**config.mk**
```make
export PLATFORM = sky130hd
export DESIGN_NAME = param_proc
export DESIGN_NICKNAME = d
export VERILOG_FILES = /design/src/rtl/param_proc.sv
export SDC_FILE = /design/constraint.sdc
export NUM_CORES = 1
export LEC_CHECK = 0
export BUFFER_PORTS_ARGS = -buffer_cell sky130_fd_sc_hd__buf_2
export CORE_ASPECT_RATIO = 0.9
export CORE_MARGIN = 10
export CORE_UTILIZATION = 60
export CTS_BUF_LIST = sky130_fd_sc_hd__clkbuf_16
export CTS_CLUSTER_SIZE = 8
export DETAILED_ROUTE_END_ITERATION = 12
export PLACE_DENSITY = 0.78
export SLEW_MARGIN = 20
export SYNTH_ARGS = -nofsm -noshare
export SYNTH_HDL_FRONTEND = slang
export SYNTH_SLANG_ARGS = --single-unit
```
**constraint.sdc**
```tcl
create_clock -name clk -period 4.2 [get_ports clk]
set_input_delay 0.84 -clock clk [delete_from_list [all_inputs] [get_ports clk]]
set_output_delay 0.84 -clock clk [all_outputs]
set_load 0.01 [all_outputs]
```
**src/rtl/param_proc.sv**
```systemverilog
// Multicycle register-file processor: LOAD/MOVE in two cycles, ALU ops through
// an A/G register pair over a single shared internal bus.
module param_proc #(
   parameter int unsigned WIDTH   = 8,
   parameter int unsigned NREG    = 4,
   localparam int unsigned RSEL_W = $clog2(NREG)
) (
   input  logic              clk,
   input  logic              reset,
   input  logic              Run,
   input  logic [RSEL_W-1:0] Rx,
   input  logic [RSEL_W-1:0] Ry,
   input  logic [2:0]        Fun,
   input  logic [WIDTH-1:0]  Data,
   output logic              Done,
   output logic              Busy,
   output logic              Err,
   output logic [WIDTH-1:0]  BusWires,
   output logic              Cflag,
   output logic              Zflag
);

   localparam logic [2:0] OP_LOAD = 3'b000;
   localparam logic [2:0] OP_MOVE = 3'b001;
   localparam logic [2:0] OP_ADD  = 3'b010;
   localparam logic [2:0] OP_SUB  = 3'b011;
   localparam logic [2:0] OP_AND  = 3'b100;
   localparam logic [2:0] OP_OR   = 3'b101;
   localparam logic [2:0] OP_XOR  = 3'b110;
   localparam logic [2:0] OP_RSVD = 3'b111;

   typedef enum logic [2:0] {IDLE, S1, S2, S3, DONE} state_e;

   typedef struct packed {
      logic [2:0]        fun;
      logic [RSEL_W-1:0] rx;
      logic [RSEL_W-1:0] ry;
      logic [WIDTH-1:0]  data;
   } instr_t;

   state_e             state_q, state_d;
   instr_t             ir_q;
   logic [WIDTH-1:0]   regs_q [NREG];
   logic [WIDTH-1:0]   a_q, g_q;
   logic               c_q, z_q;

   logic [WIDTH-1:0]   bus_c;
   logic               ir_ld_c, a_ld_c, g_ld_c, wr_en_c;
   logic [WIDTH-1:0]   alu_res_c;
   logic               alu_cy_c;
   logic [WIDTH:0]     sum_c, diff_c;

   // Next-state, bus select and datapath strobes
   always_comb begin
      state_d = state_q;
      bus_c   = '0;
      ir_ld_c = 1'b0;
      a_ld_c  = 1'b0;
      g_ld_c  = 1'b0;
      wr_en_c = 1'b0;
      case (state_q)
         IDLE: begin
            if (Run) begin
               ir_ld_c = 1'b1;
               state_d = S1;
            end
         end
         S1: begin
            state_d = DONE;
            case (ir_q.fun)
               OP_LOAD: begin
                  bus_c   = ir_q.data;
                  wr_en_c = 1'b1;
               end
               OP_MOVE: begin
                  bus_c   = regs_q[ir_q.ry];
                  wr_en_c = 1'b1;
               end
               OP_RSVD: bus_c = '0;
               default: begin
                  bus_c   = regs_q[ir_q.rx];
                  a_ld_c  = 1'b1;
                  state_d = S2;
               end
            endcase
         end
         S2: begin
            bus_c   = regs_q[ir_q.ry];
            g_ld_c  = 1'b1;
            state_d = S3;
         end
         S3: begin
            bus_c   = g_q;
            wr_en_c = 1'b1;
            state_d = DONE;
         end
         DONE:    state_d = IDLE;
         default: state_d = IDLE;
      endcase
   end

   // ALU: A against the bus; SUB carry means "no borrow"
   always_comb begin
      sum_c     = {1'b0, a_q} + {1'b0, bus_c};
      diff_c    = {1'b0, a_q} - {1'b0, bus_c};
      alu_res_c = '0;
      alu_cy_c  = 1'b0;
      case (ir_q.fun)
         OP_ADD: begin
            alu_res_c = sum_c[WIDTH-1:0];
            alu_cy_c  = sum_c[WIDTH];
         end
         OP_SUB: begin
            alu_res_c = diff_c[WIDTH-1:0];
            alu_cy_c  = ~diff_c[WIDTH];
         end
         OP_AND:  alu_res_c = a_q & bus_c;
         OP_OR:   alu_res_c = a_q | bus_c;
         OP_XOR:  alu_res_c = a_q ^ bus_c;
         default: alu_res_c = '0;
      endcase
   end

   always_ff @(posedge clk or negedge reset) begin
      if (!reset) begin
         state_q <= IDLE;
         ir_q    <= '0;
         a_q     <= '0;
         g_q     <= '0;
         c_q     <= 1'b0;
         z_q     <= 1'b0;
      end else begin
         state_q <= state_d;
         if (ir_ld_c) ir_q <= '{fun: Fun, rx: Rx, ry: Ry, data: Data};
         if (a_ld_c)  a_q  <= bus_c;
         if (g_ld_c) begin
            g_q <= alu_res_c;
            c_q <= alu_cy_c;
            z_q <= (alu_res_c == '0);
         end
      end
   end

   // Register file: single write port fed from the bus
   always_ff @(posedge clk or negedge reset) begin
      if (!reset) begin
         for (int i = 0; i < NREG; i++) regs_q[i] <= '0;
      end else if (wr_en_c) begin
         regs_q[ir_q.rx] <= bus_c;
      end
   end

   assign Done     = (state_q == DONE);
   assign Err      = (state_q == DONE) && (ir_q.fun == OP_RSVD);
   assign Busy     = (state_q != IDLE);
   assign BusWires = bus_c;
   assign Cflag    = c_q;
   assign Zflag    = z_q;

endmodule

```
Yosys cells after proc, flatten, opt, wreduce, memory -nomap -nowiden
Index checks and enable logic that the tools add are counted.
Widths: inputs -> output; s select.
{"block": "word_totals", "reg_bits": 68, "latchBits": 0, "ramBits": 0, "mem_bits_ro": 0, "inputBits": 18, "out_inout_bits": 13, "elab_cells": 67, "n_memories": 0}
{"block": "classes", "add_sub_neg": 2, "mul": 0, "div": 0, "order_cmp": 3, "n_eq_ne": 12, "shifts": 0, "mux": 23, "bitwise_logic": 6, "n_reduce_logical": 8}
{"op": "$pmux 8 s3", "count": 2}
{"op": "$mux 8", "count": 5}
{"op": "$pmux 8 s5", "count": 1}
{"op": "$bmux 8 s2", "count": 2}
{"op": "$bwmux 32", "count": 1}
{"op": "$demux 8 s2", "count": 1}
{"op": "$eq 3x3->1 const B", "count": 5}
{"op": "$eq 3x2->1 const B", "count": 4}
{"op": "$pmux 3 s4", "count": 1}
{"op": "$add 8x8->9", "count": 1}
{"op": "$sub 8x8->9", "count": 1}
{"op": "$and 8x8->8", "count": 1}
{"op": "$logic_not 8->1", "count": 1}
{"op": "$or 8x8->8", "count": 1}
{"op": "$xor 8x8->8", "count": 1}
{"op": "$eq 3x1->1 const B", "count": 2}
{"op": "$ge 3x3->1 const B", "count": 2}
{"op": "$logic_not 3->1", "count": 2}
{"op": "$mux 1", "count": 6}
{"op": "$mux 3", "count": 2}
{"op": "$not 2->3", "count": 2}
{"op": "$pmux 1 s2", "count": 2}
{"op": "$lt 3x1->1 const B", "count": 1}
{"op": "$reduce_bool 3->1", "count": 1}
{"op": "5 further kinds", "count": 6}

Logic depth before layout (Yosys ltp)
Gate-level depths: netlist of run 1.
{"block": "logic_depth", "word_depth": 9, "mapped_depth": 16, "depth_no_buf": 15}

Worst setup path before layout of run 1
OpenSTA, ideal clock, no wires.
{"block": "synth_path", "kind": "flip-flop to flip-flop", "start": "reg state_q[1]", "end": "reg z_q (netlist: Zflag)", "setup_time_ps": 110, "arrival_ps": 3417, "required_ps": 4090, "path_slack_ps": 673, "path_stages_with_launch": 16, "path_buffers": 2, "synth_period_minus_slack_ps": 3527, "path_cell_list": "dfrtp_1 clkbuf_2 or4_1 clkbuf_1 nor2_1 a21oi_1 o21ai_1 inv_1 fa_1 nand2b_1 a21oi_1 a221oi_1 xnor2_1 o21ai_0 o21bai_1 o41ai_1"}
{"block": "synth_between", "elab_chain_len": 5, "elab_cells_between_ends": 12, "cone_classes": "2 x add/sub; 3 x eq/ne; 3 x mux; 3 x bitwise; 1 x reduce/logical"}
{"item": "start, declared", "line_no": "41", "rtl": "state_e state_q, state_d;"}
{"item": "start signal, assigned", "line_no": "133", "rtl": "state_q <= state_d;"}
{"item": "$eq 3x2->1 or $eq 3x1->1 (tied branches)", "line_no": "61", "rtl": "case (state_q)"}
{"item": "$pmux 8 s3 (*)", "line_no": "61"}
{"item": "via BusWires[1]", "line_no": "18", "rtl": "output logic [WIDTH-1:0] BusWires,"}
{"item": "$sub 8x8->9, or another cell as far along", "line_no": "105", "rtl": "diff_c = {1'b0, a_q} - {1'b0, bus_c};"}
{"item": "$pmux 8 s5 (*)", "line_no": "108", "rtl": "case (ir_q.fun)"}
{"item": "$logic_not 8->1 (*)", "line_no": "139", "rtl": "z_q <= (alu_res_c == '0);"}
{"item": "end signal, assigned", "line_no": "139"}
{"item": "end, declared", "line_no": "45", "rtl": "logic c_q, z_q;"}
Mark *: on every way through the listed nets, which the timed path passes. The rest lies on a longest branch.
A chain may end at the register's enable or synchronous reset.

Final worst setup path of run 1
{"block": "layout_path", "start": "reg ir_q[8] (netlist bit)", "end": "reg z_q (netlist: Zflag)"}
{"block": "layout_between", "elab_chain_len": 9, "elab_cells_between_ends": 13, "cone_classes": "2 x add/sub; 6 x mux; 4 x bitwise; 1 x reduce/logical"}
{"item": "start, declared", "line_no": "42", "rtl": "instr_t ir_q;"}
{"item": "start signal, assigned", "line_no": "134", "rtl": "if (ir_ld_c) ir_q <= '{fun: Fun, rx: Rx, ry: Ry, data: Data};"}
{"item": "$not 2->3 (implied by the code) (*)", "line_no": "76, 88"}
{"item": "$bmux 8 s2 (*)", "line_no": "76, 88"}
{"item": "$mux 8 (implied by the code) (*) (2 in series)", "line_no": "76, 88"}
{"item": "$pmux 8 s3", "line_no": "70", "rtl": "case (ir_q.fun)"}
{"item": "$pmux 8 s3 (*)", "line_no": "61"}
{"item": "$sub 8x8->9, or another cell as far along", "line_no": "105"}
{"item": "$pmux 8 s5 (*)", "line_no": "108"}
{"item": "$logic_not 8->1 (*)", "line_no": "139"}
Every way passes the cells marked *; elsewhere a longest branch is shown, timed or not. The select of a mux whose other input is x is not followed.

==> flow_metrics.env, run 1 <==
export IMPL_critPathMaxStageDelay_ns=0.52
export IMPL_crit_top_cell="o41ai_1"
export IMPL_cts_tree="yes"
export IMPL_n_antenna_cell=0
export IMPL_grt_pass1_wl_um=19090
export IMPL_ir_worst_vdd_mv=0.3910
export IMPL_arrival_ns=4.10
export IMPL_h_tree_depth=3
export IMPL_clk_path_buf_depth=2
export IMPL_period_needed_ns=3.899
export IMPL_cp_end_kind="flip-flop"
export IMPL_cts_resized=0
export IMPL_die_h_um=100.3
export IMPL_clk_pin_slew_ns=0.06
export IMPL_syn_nets=493
export IMPL_clk_insertion_delay_late_ns=0.33
export IMPL_swShare=0.4422
export IMPL_cp_num_buf_inv=2
export IMPL_first_pass_iters=5
export IMPL_drive_above_1_share=0.2137
export IMPL_cp_cell_sequence="buf_4 -> mux4_2 -> mux2i_1 -> nor2_1 -> a21oi_1 -> o21ai_1 -> inv_1 -> ha_1 -> nor4b_2 -> o41ai_1 -> a32oi_1 -> xnor2_1 -> o21ai_0 -> o41ai_1"
export IMPL_synth_cells=447
export IMPL_finalSetupViolations=0
export IMPL_seqPwrFrac=0.275
export IMPL_pwr_density_cell_mw_per_mm2=910.5
export IMPL_hold_violations=0
export IMPL_port_buffers=30
export IMPL_grt_pass1_vias=3599
export IMPL_path_depth=14
export IMPL_pwr_share_comb=0.544
export IMPL_r2r_cells=14
export IMPL_synth_top_area_cell="dfrtp_1"
export IMPL_hold_class="flip-flop to flip-flop"
export IMPL_overflow=0
export IMPL_rows=29
export IMPL_worstPathRequired_ns=4.40
export IMPL_synth_top_cell_area_share=0.3956
export IMPL_cp_max_fo=7
export IMPL_min_path_cells=1
export IMPL_ant_nets=0
export IMPL_final_util=0.7002
export IMPL_synth_edf_count=0
export IMPL_power_leakage_nw=2.167
export IMPL_maxCapViolations=0
export IMPL_start_util=0.6143
export IMPL_final_cell_mix="dfrtp_1 (68), nor2_1 (50), o21ai_0 (46)"
export IMPL_worst_pin_slew_ns=0.6513
export IMPL_postCtsSetupRepairBufs=0
export IMPL_syn_avg_cell_area_um2=9.623
export IMPL_fp_coreArea_mm2=0.007003
export IMPL_status="finished, final reports clean"
export IMPL_ys_ff_latch=68
export IMPL_multiInputGateArea_mm2=0.002419
export IMPL_syn_area_mm2=0.004302
export IMPL_rsz0062_at_grt="false"
export IMPL_clkSinkCount=68
export IMPL_synth_ff_type="dfrtp_1"
export IMPL_synth_distinct_cells=53
export IMPL_io_pins=31
export IMPL_fin_skew_ns=0.005314
export IMPL_timing_worst_setup_path_type="flip-flop to flip-flop"
export IMPL_wl_per_cell_um=20.48
export IMPL_slew_violations=0
export IMPL_ys_seq_area_frac=0.3956
export IMPL_drc=0
export IMPL_max_freq_mhz=256.5
export IMPL_die_w_um=109.3
export IMPL_pwr_share_clk=0.181
export IMPL_final_common_cell="dfrtp_1"
export IMPL_fin_nets=524
export IMPL_gp_congestion=0.9563
export IMPL_critPathTopFamily="compound AO/OA/AOI/OAI gates"
export IMPL_nFillCells=533
export IMPL_die_area_mm2=0.01096
export IMPL_synth_top_cells_by_area="dfrtp_1 (40%), mux4_2 (8.4%), ha_1 (7.6%), o21ai_0 (5.4%), mux2_2 (4.7%)"
export IMPL_numCtsBuffers=9
export IMPL_post_drt_via_cell_ratio=6.245
export IMPL_cts_root_buffer="clkbuf_16"
export IMPL_drt_initial_drc_count=316
export IMPL_hold_slack_ns=0.4916
export IMPL_syn_to_final_growth_pct=13.99
export IMPL_dpl_hpwl_um=8423
export IMPL_slowest_stage="mux4_2"
export IMPL_vias=3591
export IMPL_yosysWarnings=0
export IMPL_p_switching_mw=1.974
export IMPL_antenna_found_initial=0
export IMPL_place_area_mm2=0.004569
export IMPL_start_kind="flip-flop"
export IMPL_grt_max_degree=47
export IMPL_cts_hold_buf=0
export IMPL_internal_power_mw=2.490
export IMPL_register_area_mm2=0.001702
export IMPL_synthArstFlopShare=1.000
export IMPL_max_slew_margin=0.5646
export IMPL_design_area_mm2=0.004903
export IMPL_wirelength_um=11770
export IMPL_tns_ns=0
export IMPL_fin_crit_sh=0.9284
export IMPL_grt_usage=0.2238
## stage by stage
| stage | setup WS [ns] | power, mW | instances |
|---|---|---|---|
| finish | 0.3007 | 4.465 | 575 |
| global route | 0.04161 | 4.783 | 575 |
| CTS | 0.06581 | 4.399 | 575 |
| detailed placement | 0.1514 | 3.551 | 560 |
| global placement | 0.1704 | 3.515 | 560 |
| floorplan | 0.6731 | 2.892 | 447 |
## per-layer routing
metal,vias up,global-route usage,share of wire
met3,25,0.06022,0.083
li1,1649,-,-
met2,147,0.3485,0.48
met5,-,0,0
met4,0,0.08000,0.021
met1,1770,0.2933,0.42
## worst register-to-register path, delay by kind of cell (launching register included)
family / cells / cell delay [ns]
buffers and inverters: 2 / 0.47
multiplexers: 2 / 0.67
AND/OR/NAND/NOR: 2 / 0.49
AO/OA/AOI/OAI: 6 / 1.14
flip-flops: 1 / 0.51
XOR/XNOR: 1 / 0.14
adder cells (fa/ha/maj): 1 / 0.35
## Yosys cell counts (3+ instances only)
| library cell | n |
|---|---|
| dfrtp_1 | 68 |
| nor2_1 | 50 |
| o21ai_0 | 46 |
| nand2_1 | 44 |
| a21oi_1 | 33 |
| ha_1 | 26 |
| inv_1 | 25 |
| mux2_2 | 18 |
| mux4_2 | 16 |
| clkbuf_1 | 11 |
| a22oi_1 | 10 |
| mux2i_1 | 10 |
| nand2b_1 | 10 |
| buf_2 | 8 |
| o21ai_1 | 6 |
| xnor2_1 | 5 |
| nand3b_1 | 4 |
| nor2b_1 | 4 |
| o21bai_1 | 4 |
| nand3_1 | 3 |
| nor3_1 | 3 |
| o22ai_1 | 3 |
## flip-flops by register name, summed over array words and instances, names as in the netlist
register  flops
Cflag         1
regs_q       32
a_q           8
state_q       3
g_q           8
Zflag         1
ir_q         15
## final timing paths
check,from,to,slack (ns)
worst max-delay path,ir_q[8]$_DFFE_PN0P_,Zflag$_DFFE_PN0N_,0.30
max in group asynchronous,reset,g_q[7]$_DFFE_PN0N_,2.96
worst min-delay path,g_q[5]$_DFFE_PN0N_,g_q[5]$_DFFE_PN0N_,0.49
min in group asynchronous,reset,regs_q[27]$_DFFE_PN0P_,0.52
worst max register to register,ir_q[8]$_DFFE_PN0P_,Zflag$_DFFE_PN0N_,0.30
worst min register to register,g_q[5]$_DFFE_PN0N_,g_q[5]$_DFFE_PN0N_,0.49
## power groups by stage
stage | clock, mW | combinational, mW | sequential, mW
after floorplan | 0 | 1.81 | 1.08
final | 0.806 | 2.43 | 1.23
after global placement | 0 | 2.30 | 1.21
after CTS | 0.809 | 2.37 | 1.22
after detailed placement | 0 | 2.33 | 1.22
after global routing | 0.844 | 2.67 | 1.27
## layout make-up
class | instances | area share
timing repair buffer | 44 | 0.05256
inverter | 25 | 0.01914
multi-input combinational | 330 | 0.4932
clock inverter | 6 | 0.01837
clock buffer | 9 | 0.04593
sequential | 68 | 0.3470
tap | 93 | 0.02373
## kinds of logic after synthesis
family,after synthesis,share of synthesized area
XOR/XNOR,6,0.01222
multiplexers,45,0.1568
buffers and inverters,49,0.04712
adder cells (fa/ha/maj),28,0.08493
AND/OR/NAND/NOR,134,0.1463
flip-flops,68,0.3956
AO/OA/AOI/OAI,117,0.1571
No activity file was read; power rests on OpenSTA's default activity.
==> inputs of run 2 (changes only) <==
--- a/config.mk
+++ b/config.mk
@@ -10,8 +10,9 @@
 export CORE_MARGIN = 10
 export CORE_UTILIZATION = 60
 export CTS_BUF_LIST = sky130_fd_sc_hd__clkbuf_16
-export CTS_CLUSTER_SIZE = 8
+export CTS_CLUSTER_SIZE = 14
 export DETAILED_ROUTE_END_ITERATION = 12
+export GPL_TIMING_DRIVEN = 0
 export PLACE_DENSITY = 0.78
 export SLEW_MARGIN = 20
 export SYNTH_ARGS = -nofsm -noshare
==> constraint.sdc (replaced) <==
create_clock -name clk -period 4.75 [get_ports clk]
set_input_delay 0.95 -clock clk [delete_from_list [all_inputs] [get_ports clk]]
set_output_delay 0.95 -clock clk [all_outputs]
set_load 0.01 [all_outputs]
==> run 2 against run 1 <==
  * Non-clock buffer count rose by 11
  * Routed wire length shrank 2.4%
  * Sequential cell count unchanged
  * Clock power shrank 21%
  * Clock skew about the same
  * Fmax decreased by 11%
  * Cell area fell by 0.46%
  * Via count increased by 1.4%
  * Largest cell class unchanged
==> flow_metrics.env, run 2 (synthesis gave the netlist of run 1 again) <==
export IMPL_status="finished, final reports clean"
export IMPL_period_needed_ns=4.384
export IMPL_hold_violations=0
export IMPL_largest_register_ffs=32
export IMPL_fin_ws_ns=0.3660
export IMPL_timing_worst_setup_path_type="flip-flop to flip-flop"
export IMPL_cts_tree="yes"
export IMPL_grt_pass1_wl_um=18860
export IMPL_fin_skew_ns=0.005560
export IMPL_rsz0062_at_grt="false"
export IMPL_port_buffers=30
export IMPL_maxCapViolations=0
export IMPL_antenna_found_initial=0
export IMPL_fp_coreArea_mm2=0.007003
export IMPL_fin_crit_sh=0.9230
export IMPL_rows=29
export IMPL_reg_top3="regs_q x32, ir_q x15"
export IMPL_start_util=0.6143
export IMPL_ant_nets=0
export IMPL_finalSetupViolations=0
export IMPL_vias=3640
export IMPL_hold_class="flip-flop to flip-flop"
export IMPL_overflow=0
export IMPL_grt_usage=0.2208
export IMPL_cts_root_buffer="clkbuf_16"
export IMPL_post_drt_via_cell_ratio=6.212
export IMPL_arrival_ns=4.60
export IMPL_postCtsSetupRepairBufs=0
export IMPL_grt_pass1_vias=3634
export IMPL_tns_ns=0
export IMPL_final_common_cell="dfrtp_1"
export IMPL_syn_to_final_growth_pct=13.47
export IMPL_dpl_hpwl_um=8527
export IMPL_max_freq_mhz=228.1
export IMPL_clk_insertion_delay_late_ns=0.33
export IMPL_cp_end_kind="flip-flop"
export IMPL_cp_max_fo=10
export IMPL_wirelength_um=11490
export IMPL_final_cell_mix="dfrtp_1 (68), nor2_1 (50), o21ai_0 (46)"
export IMPL_die_area_mm2=0.01096
export IMPL_start_kind="flip-flop"
export IMPL_drt_initial_drc_count=429
export IMPL_pwr_density_cell_mw_per_mm2=787.7
export IMPL_numCtsBuffers=9
export IMPL_dp_slack_ns=0.6106
export IMPL_cts_hold_buf=0
export IMPL_h_tree_depth=3
export IMPL_first_pass_iters=5
export IMPL_power_leakage_nw=2.151
export IMPL_gp_congestion=0.9348
export IMPL_slew_violations=0
export IMPL_clkSinkCount=68
export IMPL_clk_path_buf_depth=2
export IMPL_worst_pin_slew_ns=0.9903
export IMPL_clk_pin_slew_ns=0.06
export IMPL_n_antenna_cell=0
export IMPL_fin_nets=535
export IMPL_worstPathRequired_ns=4.96
export IMPL_die_w_um=109.3
export IMPL_wl_per_cell_um=19.61
export IMPL_drive_above_1_share=0.1907
export IMPL_regMostFlops="regs_q"
export IMPL_die_h_um=100.3
export IMPL_grt_max_degree=49
export IMPL_ir_worst_vdd_mv=0.3204
export IMPL_max_slew_margin=0.3383
export IMPL_io_pins=31
export IMPL_cts_resized=0
export IMPL_drc=0
==> run 2: cell types whose count changed in the layout (fill, tap and decap cells not counted), moves of 2 or more <==
cell / change
buf_1: +2
clkinv_4: -2
buf_4: -12
inv_1: +2
clkbuf_1: +11
buf_2: +8
==> run 2: metal layers <==
| layer | track usage | wire, um |
|---|---|---|
| met2 | 0.3356 | 5231 |
| met3 | 0.07303 | 1028 |
| met4 | 0.07300 | 221 |
| met1 | 0.2905 | 5011 |
| met5 | 0 | 0 |
==> run 2: stage by stage <==
step	utilization	cells	power [mW]	hold WS, ns	instance area (um^2)
floorplan	-	447	2.557	0.4483	4302
global placement	0.6523	570	3.087	0.4713	4568
detailed placement	0.6566	571	3.145	0.4788	4598
CTS	0.6970	586	3.812	0.4861	4881
global route	0.6970	586	4.117	0.5065	4881
finish	0.6970	586	3.845	0.4918	4881
==> run 2: final timing paths <==
kind                                         from                      to  slack, ns  cells after the start
setup reg to reg           state_q[1]$_DFFE_PN0P_       Zflag$_DFFE_PN0N_       0.37                     14
hold reg to reg            state_q[2]$_DFFE_PN0P_  state_q[0]$_DFFE_PN0P_       0.49                      1
min in group asynchronous                   reset     ir_q[7]$_DFFE_PN0P_       0.51                      1
max in group asynchronous                   reset      g_q[5]$_DFFE_PN0N_       3.73                      2
setup / recovery           state_q[1]$_DFFE_PN0P_       Zflag$_DFFE_PN0N_       0.37                     14
hold / removal             state_q[2]$_DFFE_PN0P_  state_q[0]$_DFFE_PN0P_       0.49                      1
==> run 2: final cells by class <==
| cell class | instances | area, um^2 |
|---|---|---|
| multi-input combinational | 330 | 2397 |
| clock inverter | 6 | 57.56 |
| fill | 544 | 2122 |
| clock buffer | 9 | 225.2 |
| inverter | 25 | 93.84 |
| sequential | 68 | 1702 |
| timing repair buffer | 31 | 180.2 |
| tap | 93 | 116.4 |
| buffer | 24 | 108.9 |
==> run 2: report_power, final <==
group | switching (mW) | internal [mW] | total [mW] | leakage [nW]
registers | 0.197 | 0.824 | 1.02 | 0.871
logic | 1.29 | 0.898 | 2.19 | 1.14
clock network | 0.240 | 0.398 | 0.638 | 0.136
total | 1.72 | 2.12 | 3.84 | 2.15
==> run 2: worst max-delay path, stage by stage, from the launching register on <==
cell and delay (ns):
dfrtp_1 0.32, clkbuf_2 0.17, nor3b_1 0.82, buf_2 0.39, a21oi_1 0.10, o21ai_1 0.19, inv_1 0.22, ha_1 0.42
nand2b_1 0.20, a21oi_1 0.29, xnor2_1 0.16, o221ai_1 0.19, nor3_1 0.24, nand4_1 0.17, o41ai_1 0.37
==> inputs of run 3 (changes only) <==
--- a/config.mk
+++ b/config.mk
@@ -10,7 +10,7 @@
 export CORE_MARGIN = 10
 export CORE_UTILIZATION = 60
 export CTS_BUF_LIST = sky130_fd_sc_hd__clkbuf_16
-export CTS_CLUSTER_SIZE = 14
+export CTS_CLUSTER_SIZE = 28
 export DETAILED_ROUTE_END_ITERATION = 12
 export GPL_TIMING_DRIVEN = 0
 export PLACE_DENSITY = 0.78
==> constraint.sdc (replaced) <==
create_clock -name clk -period 4.75 [get_ports clk]
set_input_delay 0.95 -clock clk [delete_from_list [all_inputs] [get_ports clk]]
set_output_delay 0.95 -clock clk [all_outputs]
set_load 0.1 [all_outputs]
==> run 3 against run 2 <==
  * Highest routed layer unchanged
  * Via count is 1.8% higher
  * Die area stayed put
  * Global-route usage is 0.51 points higher
  * Largest cell class unchanged
  * Sequential share of layout area is 0.099 points higher
  * Count of clock-buffer cells in the layout stayed put
  * Cell count is 0.17% higher
  * Register-to-register slack hardly changed
  * Fmax is 0.22% higher
  * Critical path depth stayed put
  * Clock skew hardly changed
  * Routed wire length is 3.1% higher
==> flow_metrics.env, run 3 (synthesis gave the netlist of run 1 again) <==
export IMPL_maxCapViolations=0
export IMPL_met1_usage=0.2880
export IMPL_met2_usage=0.3472
export IMPL_dpl_hpwl_um=8707
export IMPL_cp_end_kind="flip-flop"
export IMPL_vias=3704
export IMPL_fin_skew_ns=0.005596
export IMPL_finalSetupViolations=0
export IMPL_wirelength_um=11850
export IMPL_fin_crit_sh=0.9209
export IMPL_fin_nets=535
export IMPL_overflow=0
export IMPL_syn_to_final_growth_pct=13.15
export IMPL_period_needed_ns=4.374
export IMPL_clkSinkCount=68
export IMPL_fp_coreArea_mm2=0.007003
export IMPL_wl_per_cell_um=20.18
export IMPL_drc=0
export IMPL_grt_max_degree=51
export IMPL_worst_pin_slew_ns=0.9243
export IMPL_cts_tree="yes"
export IMPL_hold_class="flip-flop to flip-flop"
export IMPL_rsz0062_at_grt="false"
export IMPL_die_w_um=109.3
export IMPL_drive_above_1_share=0.1923
export IMPL_numCtsBuffers=9
export IMPL_postCtsSetupRepairBufs=0
export IMPL_antenna_found_initial=0
export IMPL_tns_ns=0
export IMPL_gp_congestion=0.9084
export IMPL_fin_ws_ns=0.3756
export IMPL_die_area_mm2=0.01096
export IMPL_cp_max_fo=10
export IMPL_grt_usage=0.2258
export IMPL_clk_path_buf_depth=2
export IMPL_top_usage_layer="met2"
export IMPL_die_h_um=100.3
export IMPL_first_pass_iters=5
export IMPL_start_kind="flip-flop"
export IMPL_grt_pass1_wl_um=19380
export IMPL_worstPathRequired_ns=4.95
export IMPL_hold_violations=0
export IMPL_hold_slack_ns=0.4898
export IMPL_h_tree_depth=3
export IMPL_final_cell_mix="dfrtp_1 (68), nor2_1 (50), o21ai_0 (45)"
export IMPL_grt_pass1_vias=3870
export IMPL_clk_insertion_delay_late_ns=0.33
export IMPL_rows=29
export IMPL_max_slew_margin=0.3824
export IMPL_status="finished, final reports clean"
export IMPL_cts_hold_buf=0
export IMPL_max_freq_mhz=228.6
export IMPL_grt_use_met3=0.07111
export IMPL_start_util=0.6143
export IMPL_timing_worst_setup_path_type="flip-flop to flip-flop"
export IMPL_reg_top3="regs_q x32, ir_q x15"
export IMPL_clk_pin_slew_ns=0.06
export IMPL_arrival_ns=4.58
export IMPL_post_drt_via_cell_ratio=6.310
export IMPL_cts_root_buffer="clkbuf_16"
export IMPL_dp_slack_ns=0.5462
export IMPL_final_common_cell="dfrtp_1"
export IMPL_drt_initial_drc_count=312
export IMPL_n_antenna_cell=0
export IMPL_regMostFlops="regs_q"
export IMPL_cts_resized=0
export IMPL_port_buffers=30
export IMPL_slew_violations=0
export IMPL_ant_nets=0
export IMPL_largest_register_ffs=32
export IMPL_io_pins=31
export IMPL_final_util=0.6950
[run 3: changes by cell type in the layout (fill, tap and decap cells not counted)]
cell | before | now
bufinv_16 | 1 | 0
clkinv_1 | 1 | 3
nor3b_1 | 2 | 1
nor3b_2 | 0 | 1
o21ai_0 | 46 | 45
o21ai_2 | 1 | 2
[run 3: per-stage QoR]
stage / area (um^2) / std cells
2_1_floorplan: 4310 / 447
3_3_place_gp: 4577 / 570
3_5_place_dp: 4607 / 571
4_1_cts: 4867 / 587
5_1_grt: 4867 / 587
6_report: 4867 / 587
[run 3: routing by layer]
layer | routed length (um) | vias up | share of wire
li1 | - | 1667 | -
met1 | 4782 | 1809 | 0.40
met2 | 5469 | 204 | 0.46
met3 | 1323 | 24 | 0.11
met4 | 272 | 0 | 0.023
met5 | 0 | - | 0
[run 3: final timing paths]
| check | start | to | depth (start not counted) | slack [ns] |
|---|---|---|---|---|
| worst max register to register | state_q[1]$_DFFE_PN0P_ | Zflag$_DFFE_PN0N_ | 14 | 0.38 |
| max in group asynchronous | reset | regs_q[28]$_DFFE_PN0P_ | 2 | 3.72 |
| min in group asynchronous | reset | ir_q[0]$_DFFE_PN0P_ | 1 | 0.50 |
| worst max-delay path | state_q[1]$_DFFE_PN0P_ | Zflag$_DFFE_PN0N_ | 14 | 0.38 |
| worst min register to register | state_q[2]$_DFFE_PN0P_ | state_q[0]$_DFFE_PN0P_ | 1 | 0.49 |
| worst min-delay path | state_q[2]$_DFFE_PN0P_ | state_q[0]$_DFFE_PN0P_ | 1 | 0.49 |
[run 3: final cells by class]
class | instances | area [um^2]
Clock inverter | 7 | 35.03
Inverter | 25 | 93.84
Sequential cell | 68 | 1702
Multi-Input combinational cell | 330 | 2406
Buffer | 24 | 108.9
Tap cell | 93 | 116.4
Timing Repair Buffer | 31 | 180.2
Clock buffer | 9 | 225.2
Fill cell | 554 | 2136
[run 3: critical path, cell delays in order, from the launching register on]
cell and delay (ns):
dfrtp_1 0.32, clkbuf_2 0.18, nor3b_1 0.78, buf_2 0.39, a21oi_1 0.10, o21ai_1 0.17
inv_1 0.20, ha_1 0.41, nand2b_1 0.20, a21oi_1 0.26, xnor2_1 0.17, o221ai_1 0.19
nor3_1 0.28, nand4_1 0.20, o41ai_1 0.40
Power of run 3 is left out: the tool's default activity adds up to more than one toggle a clock period on the data nets, which glitch-free logic cannot reach.
